===== src/rtl/mem_lsu_pkg.sv =====
// Shared constants and types for the mem_lsu load/store initiator.
package mem_lsu_pkg;

  localparam int LANE_W = 8;

  localparam logic [2:0] F3_B  = 3'b000;
  localparam logic [2:0] F3_H  = 3'b001;
  localparam logic [2:0] F3_W  = 3'b010;
  localparam logic [2:0] F3_BU = 3'b100;
  localparam logic [2:0] F3_HU = 3'b101;

  typedef enum logic [1:0] {
    ST_IDLE   = 2'd0,
    ST_ACCESS = 2'd1,
    ST_WAIT   = 2'd2,
    ST_RESP   = 2'd3
  } state_t;

endpackage


===== src/rtl/mem_lsu_load_align.sv =====
// Load formatter: picks the addressed byte/half/word out of a memory word and
// sign- or zero-extends it. Illegal funct3 codes fall through to a full word.
module mem_lsu_load_align
  import mem_lsu_pkg::*;
(
  input  logic [2:0]  funct3,
  input  logic [1:0]  a,
  input  logic [31:0] rdata,
  output logic [31:0] result
);

  logic [31:0]         byte_sh;
  logic [31:0]         half_sh;
  logic [LANE_W-1:0]   b;
  logic [2*LANE_W-1:0] h;

  assign byte_sh = rdata >> {a, 3'b000};
  assign half_sh = rdata >> {a[1], 4'b0000};
  assign b       = byte_sh[LANE_W-1:0];
  assign h       = half_sh[2*LANE_W-1:0];

  always_comb begin
    case (funct3)
      F3_B:    result = {{(32-LANE_W){b[LANE_W-1]}}, b};
      F3_BU:   result = {{(32-LANE_W){1'b0}}, b};
      F3_H:    result = {{(32-2*LANE_W){h[2*LANE_W-1]}}, h};
      F3_HU:   result = {{(32-2*LANE_W){1'b0}}, h};
      default: result = rdata;
    endcase
  end

endmodule


===== src/rtl/mem_lsu.sv =====
// Load/store initiator for one port of the word RAM (IDLE/ACCESS/WAIT/RESP).
// Define MEM_LSU_FAULT_EN to report misaligned, illegal or out-of-range accesses.
module mem_lsu
  import mem_lsu_pkg::*;
#(
  parameter int          RAM_DEPTH = 8192,
  parameter logic [31:0] BASE_ADDR = 32'h0000_0000
) (
  input  logic        clk,
  input  logic        rst_n,
  input  logic        req_valid,
  output logic        req_ready,
  input  logic        req_we,
  input  logic [2:0]  req_funct3,
  input  logic [31:0] req_addr,
  input  logic [31:0] req_wdata,
  output logic        rsp_valid,
  output logic [31:0] rsp_rdata,
  output logic        rsp_err,
  output logic        mem_en,
  output logic [3:0]  mem_we,
  output logic [31:0] mem_addr,
  output logic [31:0] mem_wdata,
  input  logic [31:0] mem_rdata
);

  // Handshake: a request transfers on a clock edge where req_valid && req_ready;
  // rsp_valid is a single-cycle strobe that the core cannot stall.
  state_t      state, state_nxt;
  logic        we_q;
  logic [2:0]  f3_q;
  logic [31:0] addr_q;
  logic [31:0] wdata_q;
  logic [31:0] rdata_q;
  logic [31:0] word_addr;
  logic [31:0] ld_result;
  logic [3:0]  st_we;
  logic [31:0] st_wdata;
  logic        accept;
  logic        fault_q;

  assign accept    = (state == ST_IDLE) && req_valid;
  assign word_addr = (addr_q - BASE_ADDR) >> 2;

`ifdef MEM_LSU_FAULT_EN
  logic        req_fault;
  logic [31:0] req_word;

  assign req_word = (req_addr - BASE_ADDR) >> 2;

  always_comb begin
    req_fault = (req_word >= 32'(RAM_DEPTH));
    if (req_we) begin
      case (req_funct3)
        F3_B:    ;
        F3_H:    if (req_addr[0]) req_fault = 1'b1;
        F3_W:    if (req_addr[1:0] != 2'b00) req_fault = 1'b1;
        default: req_fault = 1'b1;
      endcase
    end else begin
      case (req_funct3)
        F3_B, F3_BU: ;
        F3_H, F3_HU: if (req_addr[0]) req_fault = 1'b1;
        F3_W:        if (req_addr[1:0] != 2'b00) req_fault = 1'b1;
        default:     req_fault = 1'b1;
      endcase
    end
  end

  always_ff @(posedge clk or negedge rst_n) begin
    if (!rst_n)      fault_q <= 1'b0;
    else if (accept) fault_q <= req_fault;
  end
`else
  logic unused_cfg;
  assign fault_q    = 1'b0;
  assign unused_cfg = ^32'(RAM_DEPTH);
`endif

  // Half and word lanes ignore the low address bits, which aligns misaligned
  // accesses down when faults are not reported.
  always_comb begin
    case (f3_q)
      F3_B: begin
        st_we    = 4'b0001 << addr_q[1:0];
        st_wdata = {4{wdata_q[LANE_W-1:0]}};
      end
      F3_H: begin
        st_we    = addr_q[1] ? 4'b1100 : 4'b0011;
        st_wdata = {2{wdata_q[2*LANE_W-1:0]}};
      end
      default: begin
        st_we    = 4'b1111;
        st_wdata = wdata_q;
      end
    endcase
  end

  mem_lsu_load_align load_align (
    .funct3 (f3_q),
    .a      (addr_q[1:0]),
    .rdata  (mem_rdata),
    .result (ld_result)
  );

  always_ff @(posedge clk or negedge rst_n) begin
    if (!rst_n) state <= ST_IDLE;
    else        state <= state_nxt;
  end

  always_comb begin
    state_nxt = state;
    case (state)
      ST_IDLE:   if (req_valid) state_nxt = ST_ACCESS;
      ST_ACCESS: state_nxt = (fault_q || we_q) ? ST_RESP : ST_WAIT;
      ST_WAIT:   state_nxt = ST_RESP;
      ST_RESP:   state_nxt = ST_IDLE;
      default:   state_nxt = ST_IDLE;
    endcase
  end

  always_comb begin
    req_ready = 1'b0;
    rsp_valid = 1'b0;
    mem_en    = 1'b0;
    mem_we    = 4'b0000;
    mem_addr  = 32'h0;
    mem_wdata = 32'h0;
    case (state)
      ST_IDLE:   req_ready = 1'b1;
      ST_ACCESS: begin
        if (!fault_q) begin
          mem_en   = 1'b1;
          mem_addr = word_addr;
          if (we_q) begin
            mem_we    = st_we;
            mem_wdata = st_wdata;
          end
        end
      end
      ST_RESP:   rsp_valid = 1'b1;
      default:   ;
    endcase
  end

  // rdata_q is cleared on acceptance so stores and faults respond with zero.
  always_ff @(posedge clk or negedge rst_n) begin
    if (!rst_n) begin
      we_q    <= 1'b0;
      f3_q    <= 3'b000;
      addr_q  <= 32'h0;
      wdata_q <= 32'h0;
      rdata_q <= 32'h0;
    end else if (accept) begin
      we_q    <= req_we;
      f3_q    <= req_funct3;
      addr_q  <= req_addr;
      wdata_q <= req_wdata;
      rdata_q <= 32'h0;
    end else if (state == ST_WAIT) begin
      rdata_q <= ld_result;
    end
  end

  assign rsp_rdata = rdata_q;
  assign rsp_err   = rsp_valid & fault_q;

endmodule


===== config.mk =====
export PLATFORM = sky130hd
export DESIGN_NAME = mem_lsu
export DESIGN_NICKNAME = d
export VERILOG_FILES = /design/src/rtl/mem_lsu_pkg.sv /design/src/rtl/mem_lsu_load_align.sv /design/src/rtl/mem_lsu.sv
export SDC_FILE = /design/constraint.sdc
export NUM_CORES = 1
export LEC_CHECK = 0
export CELL_PAD_IN_SITES_DETAIL_PLACEMENT = 1
export CELL_PAD_IN_SITES_GLOBAL_PLACEMENT = 2
export CORE_MARGIN = 2
export CORE_UTILIZATION = 25
export CTS_CLUSTER_SIZE = 8
export DETAILED_ROUTE_END_ITERATION = 12
export PLACE_DENSITY = 0.87
export REMOVE_ABC_BUFFERS = 1
export SYNTH_ARGS = -nofsm -noshare
export SYNTH_HDL_FRONTEND = slang
export SYNTH_HIERARCHICAL = 1
export SYNTH_SLANG_ARGS = --single-unit

===== constraint.sdc =====
create_clock -name clk -period 1.9 [get_ports clk]
set_input_delay 0.19 -clock clk [delete_from_list [all_inputs] [get_ports clk]]
set_output_delay 0.19 -clock clk [all_outputs]
set_load 0.02 [all_outputs]

==> results of run 1 <==
## worst max path at each step
| stage | startpoint | end | depth (start not counted) |
|---|---|---|---|
| finish | f3_q[2] | mem_wdata[10] | 5 |
| global route | state[1] | mem_wdata[29] | 7 |
| CTS | f3_q[1] | mem_wdata[14] | 5 |
| detailed placement | state[1] | mem_wdata[28] | 7 |
| global placement | state[1] | mem_wdata[28] | 7 |
| floorplan | state[1] | mem_wdata[10] | 4 |
## registers in the layout, indices dropped and copies added (netlist names)
signal     cells
addr_q        32
f3_q           3
rsp_rdata     32
state          2
wdata_q       32
we_q           1
## routing by layer
metal	vias to the layer above	routed length, um	GRT usage, %
met4	0	135	3.408
li1	2201	-	-
met3	10	1574	6.032
met2	170	8702	25.76
met5	-	0	0
met1	2330	8082	19.89
## cells by family after synthesis
family / after synthesis / synth area share, %
simple gates: 175 / 14.60
mux: 116 / 25.34
flops: 102 / 45.62
compound gates: 74 / 7.670
buf+inv: 44 / 5.590
fa+ha+maj: 5 / 1.118
other cells: 1 / 0.06702
## final cells by class
| type | count | area share [%] |
|---|---|---|
| Antenna cell | 1 | 0.02968 |
| Inverter | 5 | 0.2226 |
| Clock buffer | 9 | 2.671 |
| Sequential cell | 102 | 30.32 |
| Multi-Input combinational cell | 373 | 34.06 |
| Tap cell | 280 | 4.155 |
| Timing Repair Buffer | 248 | 27.39 |
| Clock inverter | 7 | 1.157 |
## timing repair
| action | in CTS | in global routing |
|---|---|---|
| buffers inserted | 3 | 0 |
| pin swaps | 1 | 7 |
| hold buffers | 1 | 0 |
| gates resized for setup | 192 | 117 |
| endpoints found under the hold margin | 27 | 0 |
| endpoints found under the setup margin | 84 | 95 |
## critical path: cells and delay by family, from the launching register on
kind                   cells  cell delay (ns)
buffers and inverters      2             0.28
AND/OR/NAND/NOR            2             0.50
flip-flops                 1             0.46
AO/OA/AOI/OAI              1             0.05
## through the flow
stage / instances / cell area (um^2) / setup TNS [ns] / power, uW
4_1_cts: 1024 / 8424 / -0.03461 / 14190
5_1_grt: 1025 / 8432 / -0.07960 / 15190
3_3_place_gp: 1004 / 8107 / -4.444 / 11870
6_report: 1025 / 8432 / 0 / 14180
3_5_place_dp: 1004 / 8107 / -7.543 / 12070
2_1_floorplan: 480 / 5309 / -38.84 / 8463
## power by group through the flow
stage	Sequential (uW)	Combinational (uW)	Clock, uW
after CTS	4030	8020	2150
after global routing	4210	8760	2220
after detailed placement	4020	8060	0
after global placement	3990	7880	0
final	4040	8080	2060
after floorplan	4240	4220	0
## cell usage in the layout (no fill, tap or decap), types with 15 or more instances in the layout
master	n
a21oi_1	21
and2_1	30
buf_4	45
clkbuf_2	35
clkdlybuf4s50_1	133
dfrtp_1	99
mux2_2	31
mux2_4	41
mux2i_1	43
nand2_1	74
nor2_1	38
o21ai_0	15
==> out/qor.yml, run 1 <==
clock_tree:
  cts_made_buffers: 9
  clock-sinks: 102
  clk_latency_ns: 0.36
  cts.path.max_buffers: 2
  htreeDepth: 3
  clockRootBuffer: "clkbuf_16"
  clk_pin_slew_ns: 0.07
  cts_tree: "built"
synthesis:
  synth-async-reset-ratio_pct: 100.0
  yosysTopAreaCell: "dfrtp_1"
  avgSynthCellArea_um2: 10.82
  ys.flop_type: "dfrtp_1"
  yosysSeqAreaShare_pct: 45.62
  synth_area_leaders: "dfrtp_1, mux2_4, mux2i_1"
  syn_area_um2: 5595
  postSynthCellCount: 517
  synth_top_area_share_pct: 45.62
  yosys_warnings: 6
  synth_commonest_cells: "dfrtp_1, nand2_1, mux2i_1"
  yosysMostFrequentCell: "dfrtp_1"
  synth.distinct_cells: 40
  synth_edf_count: 0
  ys_ff_latch: 102
worst_setup_path:
  crit_type: "reg -> out"
  cp.arrival_ns: 1.65
  reg2reg_slack_ns: 0.08
  critical-path-slowest-cell: "dfrtp_2"
  cp-start-kind: "flop"
  reg2regPathDepth: 6
  rr_startpoint: "state[0]"
  slowest_delay_ns: 0.46
  rr_endpoint: "addr_q[17]"
  crit_top_cell: "buf_6"
  required_ns: 1.71
  end_kind: "output port"
  path_cells: "or3_4 > buf_6 > nand2_2 > a21oi_2 > buf_6"
  cp_max_fo: 6
power:
  comb_power_share_pct: 57.0
  p_switching_uw: 5773
  p_seq_share_pct: 28.5
  p_int_uw: 8411
  power_switching_share_pct: 40.70
  p_per_area_nw_per_um2: 1682
  peakVddDrop_mv: 0.7023
  p_clk_share_pct: 14.6
  leakage_uw: 0.003842
grt:
  grt_use_total_pct: 15.77
  grt_pass1_wl_um: 29160
  antenna_found_initial: 1
  grt_max_degree: 45
  grt-ovfl-total: 0
  grt_pass1_vias: 5078
sta:
  rsz0062_at_grt: "yes"
  setup_violations: 0
  post-route-worst-setup-slack_ns: 0.05708
  max_freq_mhz: 542.6
  fin_crit_sh_pct: 97.00
  fin_crit_ns: 1.843
  hold_ws_ns: 0.3124
  fin_worst_skew_ns: 0.009431
  slew_viol_final: 0
  finalHoldViolCount: 0
route:
  drc: 0
  post_drt_wl_per_cell_um: 18.04
  wirelength_um: 18500
  ant_nets: 0
  drt_pass1_iterations: 4
  num_vias: 4711
  vias_per_cell: 4.596
  initialDrtViolationCount: 105
floorplan:
  core_um2: 21890
  rows: 54
  die_width_um: 153.6
  die_area_um2: 23590
  num_io_pins: 207
  initial_utilization_pct: 25.56
  fp.dieH_um: 153.6
finish:
  multi_input_area_um2: 2872
  fillers: 2463
  drive_gt1_share_pct: 32.66
  area_growth_pct: 50.69
  nets: 847
  seq_area_um2: 2556
  final_util_pct: 38.52
worst_hold_path:
  hold_path.class: "in -> async"
place:
  place_ws_ns: -0.1882
  dpl.hpwl_um: 13490
  gp_congestion: 0.7474
  io_buffers: 203
status:
  outcome: "complete, no violations"
run:
  max_cap_viol_count: 0
Note: power is estimated with default switching activity, not from simulation.
==> run 2, diff against run 1 <==
- CORE_UTILIZATION: 25 -> 29
- PLACE_DENSITY: 0.87 -> 0.94
- SETUP_SLACK_MARGIN: not set -> 0.1
- clock period: 1.9 -> 2.3 ns (I/O delays scaled with it)
==> out/qor.yml, run 2 (synthesized netlist as in run 1, its figures left out) <==
sta:
  max_freq_mhz: 489.4
  fin_crit_sh_pct: 88.85
  fin_crit_ns: 2.043
  slew_viol_final: 0  # unchanged
  post-route-worst-setup-slack_ns: 0.2565  # was 0.05708 ns
  rsz0062_at_grt: "yes"  # unchanged
  finalHoldViolCount: 0  # unchanged
  setup-tns-final_ns: 0  # unchanged
  fin_worst_skew_ns: 0.01044  # was 0.009431 ns
  setup_violations: 0  # unchanged
route:
  drt_pass1_iterations: 4  # unchanged
  wirelength_um: 17660  # was 18500 um
  post_drt_wl_per_cell_um: 17.95  # was 18.04 um
  ant_nets: 0  # unchanged
  num_vias: 4565  # was 4711
  drc: 0  # unchanged
  vias_per_cell: 4.639  # was 4.596
  initialDrtViolationCount: 175  # was 105
grt:
  grt-ovfl-total: 0  # unchanged
  grt_pass1_vias: 4894  # was 5078
  grt_use_total_pct: 17.58  # was 15.77%
  grt_max_degree: 50  # was 45
  antenna_found_initial: 1  # unchanged
  grt_pass1_wl_um: 27680  # was 29160 um
floorplan:
  core_um2: 18830  # was 21890 um^2
  die_area_um2: 20420  # was 23590 um^2
  num_io_pins: 207  # unchanged
  die_width_um: 142.9  # was 153.6 um
  rows: 50  # was 54
  fp.dieH_um: 142.9  # was 153.6 um
  initial_utilization_pct: 29.71  # was 25.56%
worst_setup_path:
  end_kind: "output port"  # unchanged
  rr_endpoint: "rsp_rdata[31]"  # was addr_q[17]
  endpoint: "mem_wdata[29]"  # was mem_wdata[10]
  cp-start-kind: "flop"  # unchanged
  crit_type: "reg -> out"  # unchanged
  rr_startpoint: "addr_q[0]"  # was state[0]
  reg2reg_slack_ns: 0.32  # was 0.08 ns
  required_ns: 2.07  # was 1.71 ns
  cp.arrival_ns: 1.81  # was 1.65 ns
  reg2regPathDepth: 7  # was 6
  cp_max_fo: 9  # was 6
  setup.worst_path.start: "state[1]"  # was f3_q[2]
place:
  place_ws_ns: 0.1228  # was -0.1882 ns
  placed_cell_area_um2: 7926  # was 8107 um^2
  io_buffers: 203  # unchanged
  gp_congestion: 0.7699  # was 0.7474
  dpl.hpwl_um: 12980  # was 13490 um
power:
  leakage_uw: 0.003788  # was 0.003842 uW
  p_seq_share_pct: 29.9  # was 28.5%
  comb_power_share_pct: 55.5  # was 57.0%
  p_int_uw: 6504  # was 8411 uW
  p_clk_share_pct: 14.7  # was 14.6%
  peakVddDrop_mv: 0.4611  # was 0.7023 mV
  p_per_area_nw_per_um2: 1354  # was 1682 nW/um^2
  power_switching_share_pct: 41.02  # was 40.70%
  power_uw: 11030  # was 14180 uW
  p_switching_uw: 4522  # was 5773 uW
clock_tree:
  htreeDepth: 3  # unchanged
  cts_made_buffers: 9  # unchanged
  clk_latency_ns: 0.35  # was 0.36 ns
  clk_pin_slew_ns: 0.08  # was 0.07 ns
  clockRootBuffer: "clkbuf_16"  # unchanged
  clock-sinks: 102  # unchanged
  cts_tree: "built"  # unchanged
  cts.path.max_buffers: 2  # unchanged
finish:
  layout_commonest_cell: "clkdlybuf4s50_1"  # unchanged
  fillers: 2091  # was 2463
  drive_gt1_share_pct: 21.16  # was 32.66%
  finalInstanceArea_um2: 8143  # was 8432 um^2
  nets: 826  # was 847
  final_cell_mix: "clkdlybuf4s50_1, dfrtp_1, nand2_1, mux2i_1, dlygate4sd2_1"  # was clkdlybuf4s50_1, dfrtp_1, nand2_1, buf_4, mux2i_1
  area_growth_pct: 45.53  # was 50.69%
status:
  outcome: "complete, no violations"  # unchanged
run:
  max_cap_viol_count: 0  # unchanged
worst_hold_path:
  hold_path.class: "in -> async"  # unchanged
-- run 2: cell types whose count changed in the layout (fill, tap and decap cells not counted), sizes merged, moves of 2 or more --
cell,change
buf,-46
clkinvlp,-2
clkbuf,-19
dlygate4sd2,+38
clkdlybuf4s15,+5
clkdlybuf4s50,+2
inv,+2
-- run 2: timing repair --
action	in CTS	in global routing
hold buffers	1	0
endpoints found under the setup margin	67	40
setup buffers	0	0
gates resized for setup	93	40
endpoints found under the hold margin	23	0
cloned	0	0
-- run 2: layout make-up --
type | count | area, um^2 | share of cell area (%)
Multi-Input combinational cell | 373 | 2769 | 34.00
Sequential cell | 102 | 2552 | 31.35
Timing Repair Buffer | 227 | 2168 | 26.63
Tap cell | 260 | 325.3 | 3.995
Clock buffer | 9 | 225.2 | 2.766
Clock inverter | 7 | 81.33 | 0.9988
Inverter | 5 | 18.77 | 0.2305
Antenna cell | 1 | 2.502 | 0.03073
-- run 2: power groups by stage --
stage / Combinational (uW) / Sequential [uW] / Clock (uW)
floorplan: 3480 / 3510 / 0
global placement: 6250 / 3280 / 0
detailed placement: 6380 / 3320 / 0
CTS: 6210 / 3300 / 1680
global route: 6660 / 3420 / 1740
finish: 6120 / 3290 / 1620
-- run 2: metrics by stage --
step                      hold WS [ns]  utilization [%]  instances
after floorplan               -0.06559                -        480
after CTS                       0.3693            43.57        983
after detailed placement        0.1757            42.09        966
after global routing            0.4023            43.24        984
final                           0.3836            43.24        984
after global placement          0.1774            42.09        966
-- run 2: worst min path at each step --
stage                               end  depth (start not counted)  startpoint
after floorplan               addr_q[0]                          0       rst_n
after global placement    rsp_rdata[15]                          1       rst_n
after detailed placement  rsp_rdata[15]                          1       rst_n
after CTS                 rsp_rdata[15]                          2       rst_n
after global routing      rsp_rdata[15]                          2       rst_n
final                     rsp_rdata[15]                          2       rst_n
-- run 2: routing by layer --
layer,wire [um],GRT usage [%],vias to the layer above,part of all wire (%)
met4,108,3.544,0,0.61
met2,8012,27.80,157,45
met3,1557,6.808,7,8.8
li1,-,-,2151,-
met5,0,0,-,0
met1,7985,22.96,2250,45
-- run 2: worst max-delay path, cell delays in order, from the launching register on --
cell and delay, ns:
dfrtp_1 0.40, inv_1 0.14, ha_4 0.18, and2_4 0.20, o21ai_0 0.09, a21oi_1 0.13
clkdlybuf4s15_1 0.32
==> run 3, diff against run 2 <==
--- a/config.mk
+++ b/config.mk
@@ -15,4 +15,5 @@
 export REMOVE_ABC_BUFFERS = 1
 export SETUP_SLACK_MARGIN = 0.1
+export SKIP_CTS_REPAIR_TIMING = 1
 export SYNTH_ARGS = -nofsm -noshare
 export SYNTH_HDL_FRONTEND = slang
==> constraint.sdc (replaced) <==
create_clock -name clk -period 2.3 [get_ports clk]
set_input_delay 0.46 -clock clk [delete_from_list [all_inputs] [get_ports clk]]
set_output_delay 0.46 -clock clk [all_outputs]
set_load 0.02 [all_outputs]
==> out/qor.yml, run 3 (synthesized netlist as in run 1, its figures left out) <==
route:
  drt_pass1_iterations: 6  # was 4
  post_drt_wl_per_cell_um: 18.32  # was 17.95 um
  num_vias: 4639  # was 4565
  ant_nets: 0  # unchanged
  wirelength_um: 18250  # was 17660 um
  vias_per_cell: 4.658  # was 4.639
  initialDrtViolationCount: 128  # was 175
  drc: 0  # unchanged
sta:
  finalHoldViolCount: 0  # unchanged
  fin_crit_ns: 2.170  # was 2.043 ns
  fin_worst_skew_ns: 0.01383  # was 0.01044 ns
  tightest_slew_ns: 0.5975
  hold_ws_ns: 0.05807  # was 0.3836 ns
  slew_viol_final: 0  # unchanged
  rsz0062_at_grt: "yes"  # unchanged
  slew_headroom_pct: 60.08
  fin_crit_sh_pct: 94.33  # was 88.85%
  post-route-worst-setup-slack_ns: 0.1304  # was 0.2565 ns
  setup_violations: 0  # unchanged
  setup-tns-final_ns: 0  # unchanged
  max_freq_mhz: 460.9  # was 489.4 MHz
clock_tree:
  clockRootBuffer: "clkbuf_16"  # unchanged
  clk_latency_ns: 0.36  # was 0.35 ns
  cts_made_buffers: 9  # unchanged
  clock-sinks: 102  # unchanged
  cts.path.max_buffers: 2  # unchanged
  cts_tree: "built"  # unchanged
  htreeDepth: 3  # unchanged
  clk_pin_slew_ns: 0.08  # about the same
worst_setup_path:
  critical-path-slowest-cell: "dfrtp_1"  # unchanged
  cp-start-kind: "flop"  # unchanged
  cp_top_family: "buffers and inverters"  # unchanged
  required_ns: 1.84  # was 2.07 ns
  crit_top_cell: "buf_6"
  end_kind: "output port"  # unchanged
  cp_num_buf_inv: 5  # was 2
  crit_type: "reg -> out"  # unchanged
  path_cells: "inv_2 > ha_4 > buf_8 > nand2_8 > buf_12 > buf_6 > a21oi_4 > buf_6"  # was inv_1 > ha_4 > and2_4 > o21ai_0 > a21oi_1 > clkdlybuf4s15_1
  cp_max_fo: 9  # unchanged
  slowest_delay_ns: 0.39  # was 0.40 ns
  cp.arrival_ns: 1.71  # was 1.81 ns
grt:
  busiest_layer: "met2"  # unchanged
  grt-ovfl-total: 0  # unchanged
  grt_max_degree: 45  # was 50
  grt_pass1_wl_um: 28050  # was 27680 um
  grt_use_total_pct: 17.75  # was 17.58%
  grtUsageMet1_pct: 22.92  # was 22.96%
  antenna_found_initial: 0  # was 1
  met3_usage_pct: 6.304  # was 6.808%
  globalRouteMet2Util_pct: 28.10  # was 27.80%
  grt_pass1_vias: 4965  # was 4894
place:
  io_buffers: 203  # unchanged
  dpl.hpwl_um: 13130  # was 12980 um
  gp_congestion: 0.7858  # was 0.7699
  place_ws_ns: -0.01458  # was 0.1228 ns
floorplan:
  core_um2: 18830  # unchanged
  fp.dieH_um: 142.9  # unchanged
  num_io_pins: 207  # unchanged
  initial_utilization_pct: 29.71  # unchanged
  die_width_um: 142.9  # unchanged
  rows: 50  # unchanged
  die_area_um2: 20420  # unchanged
status:
  outcome: "complete, no violations"  # unchanged
finish:
  nets: 839  # was 826
  final_cell_mix: "clkdlybuf4s50_1, dfrtp_1, nand2_1, mux2i_1, mux2_4"  # was clkdlybuf4s50_1, dfrtp_1, nand2_1, mux2i_1, dlygate4sd2_1
  final_util_pct: 43.91  # was 43.24%
  drive_gt1_share_pct: 26.36  # was 21.16%
  area_growth_pct: 47.79  # was 45.53%
  antennaDiodeCount: 0  # was 1
  layout_commonest_cell: "clkdlybuf4s50_1"  # unchanged
power:
  power_uw: 11340  # was 11030 uW
  p_per_area_nw_per_um2: 1371  # was 1354 nW/um^2
  leakage_uw: 0.003999  # was 0.003788 uW
  peakVddDrop_mv: 0.5440  # was 0.4611 mV
worst_hold_path:
  hold_path.class: "in -> async"  # unchanged
run:
  max_cap_viol_count: 0  # unchanged
==> run 3: cell types whose count changed in the layout (fill, tap and decap cells not counted), moves of 2 or more <==
| cell | change |
|---|---|
| dlygate4sd2_1 | -42 |
| buf_4 | +19 |
| clkbuf_2 | +19 |
| dlymetal6s2s_1 | +16 |
| clkdlybuf4s15_2 | -4 |
| buf_12 | +2 |
| buf_2 | +2 |
| clkbuf_1 | +2 |
| clkbuf_16 | +2 |
| inv_6 | -2 |
==> run 3: layout make-up <==
class / instances / area (um^2)
clock buffer: 11 / 232.7
clock inverter: 5 / 60.06
fill: 2098 / 10560
inverter: 5 / 18.77
multi-input combinational: 373 / 2790
sequential: 102 / 2552
tap: 260 / 325.3
timing repair buffer: 240 / 2290
==> run 3: worst paths after layout <==
path | startpoint | to | slack [ns] | cells after the start
max in group asynchronous | rst_n | rsp_rdata[4] | 1.53 | 2
min | rst_n | rsp_rdata[19] | 0.06 | 1
min reg2reg | addr_q[24] | addr_q[24] | 0.50 | 1
min in group clk | addr_q[24] | addr_q[24] | 0.50 | 1
max reg2reg | f3_q[1] | rsp_rdata[31] | 0.34 | 8
max | state[1] | mem_wdata[23] | 0.13 | 8
==> run 3: worst reg2reg max path, stage by stage (launching register included) <==
cell	delay (ns)
dfrtp_1	0.43
buf_4	0.42
nand2b_1	0.28
nor2_1	0.12
o21bai_4	0.19
buf_12	0.16
nand2_1	0.05
mux2i_1	0.14
nor2_1	0.06
==> run 3: metal layers <==
metal / share of wire [%] / vias up / wire [um]
met5: 0 / - / 0
met4: 1.5 / 0 / 278
met3: 8.3 / 17 / 1516
met2: 46 / 163 / 8438
met1: 44 / 2282 / 8017
li1: - / 2177 / -
==> run 3: stage by stage <==
stage                     instances  area [um^2]
final                           996         8269
after global routing            996         8269
after CTS                       993         8339
after detailed placement        977         8046
after global placement          977         8046
after floorplan                 480         5309
==> run 3: power by group <==
group | internal, uW | switching (uW)
Clock | 849 | 723
Sequential | 2660 | 653
Combinational | 3210 | 3250
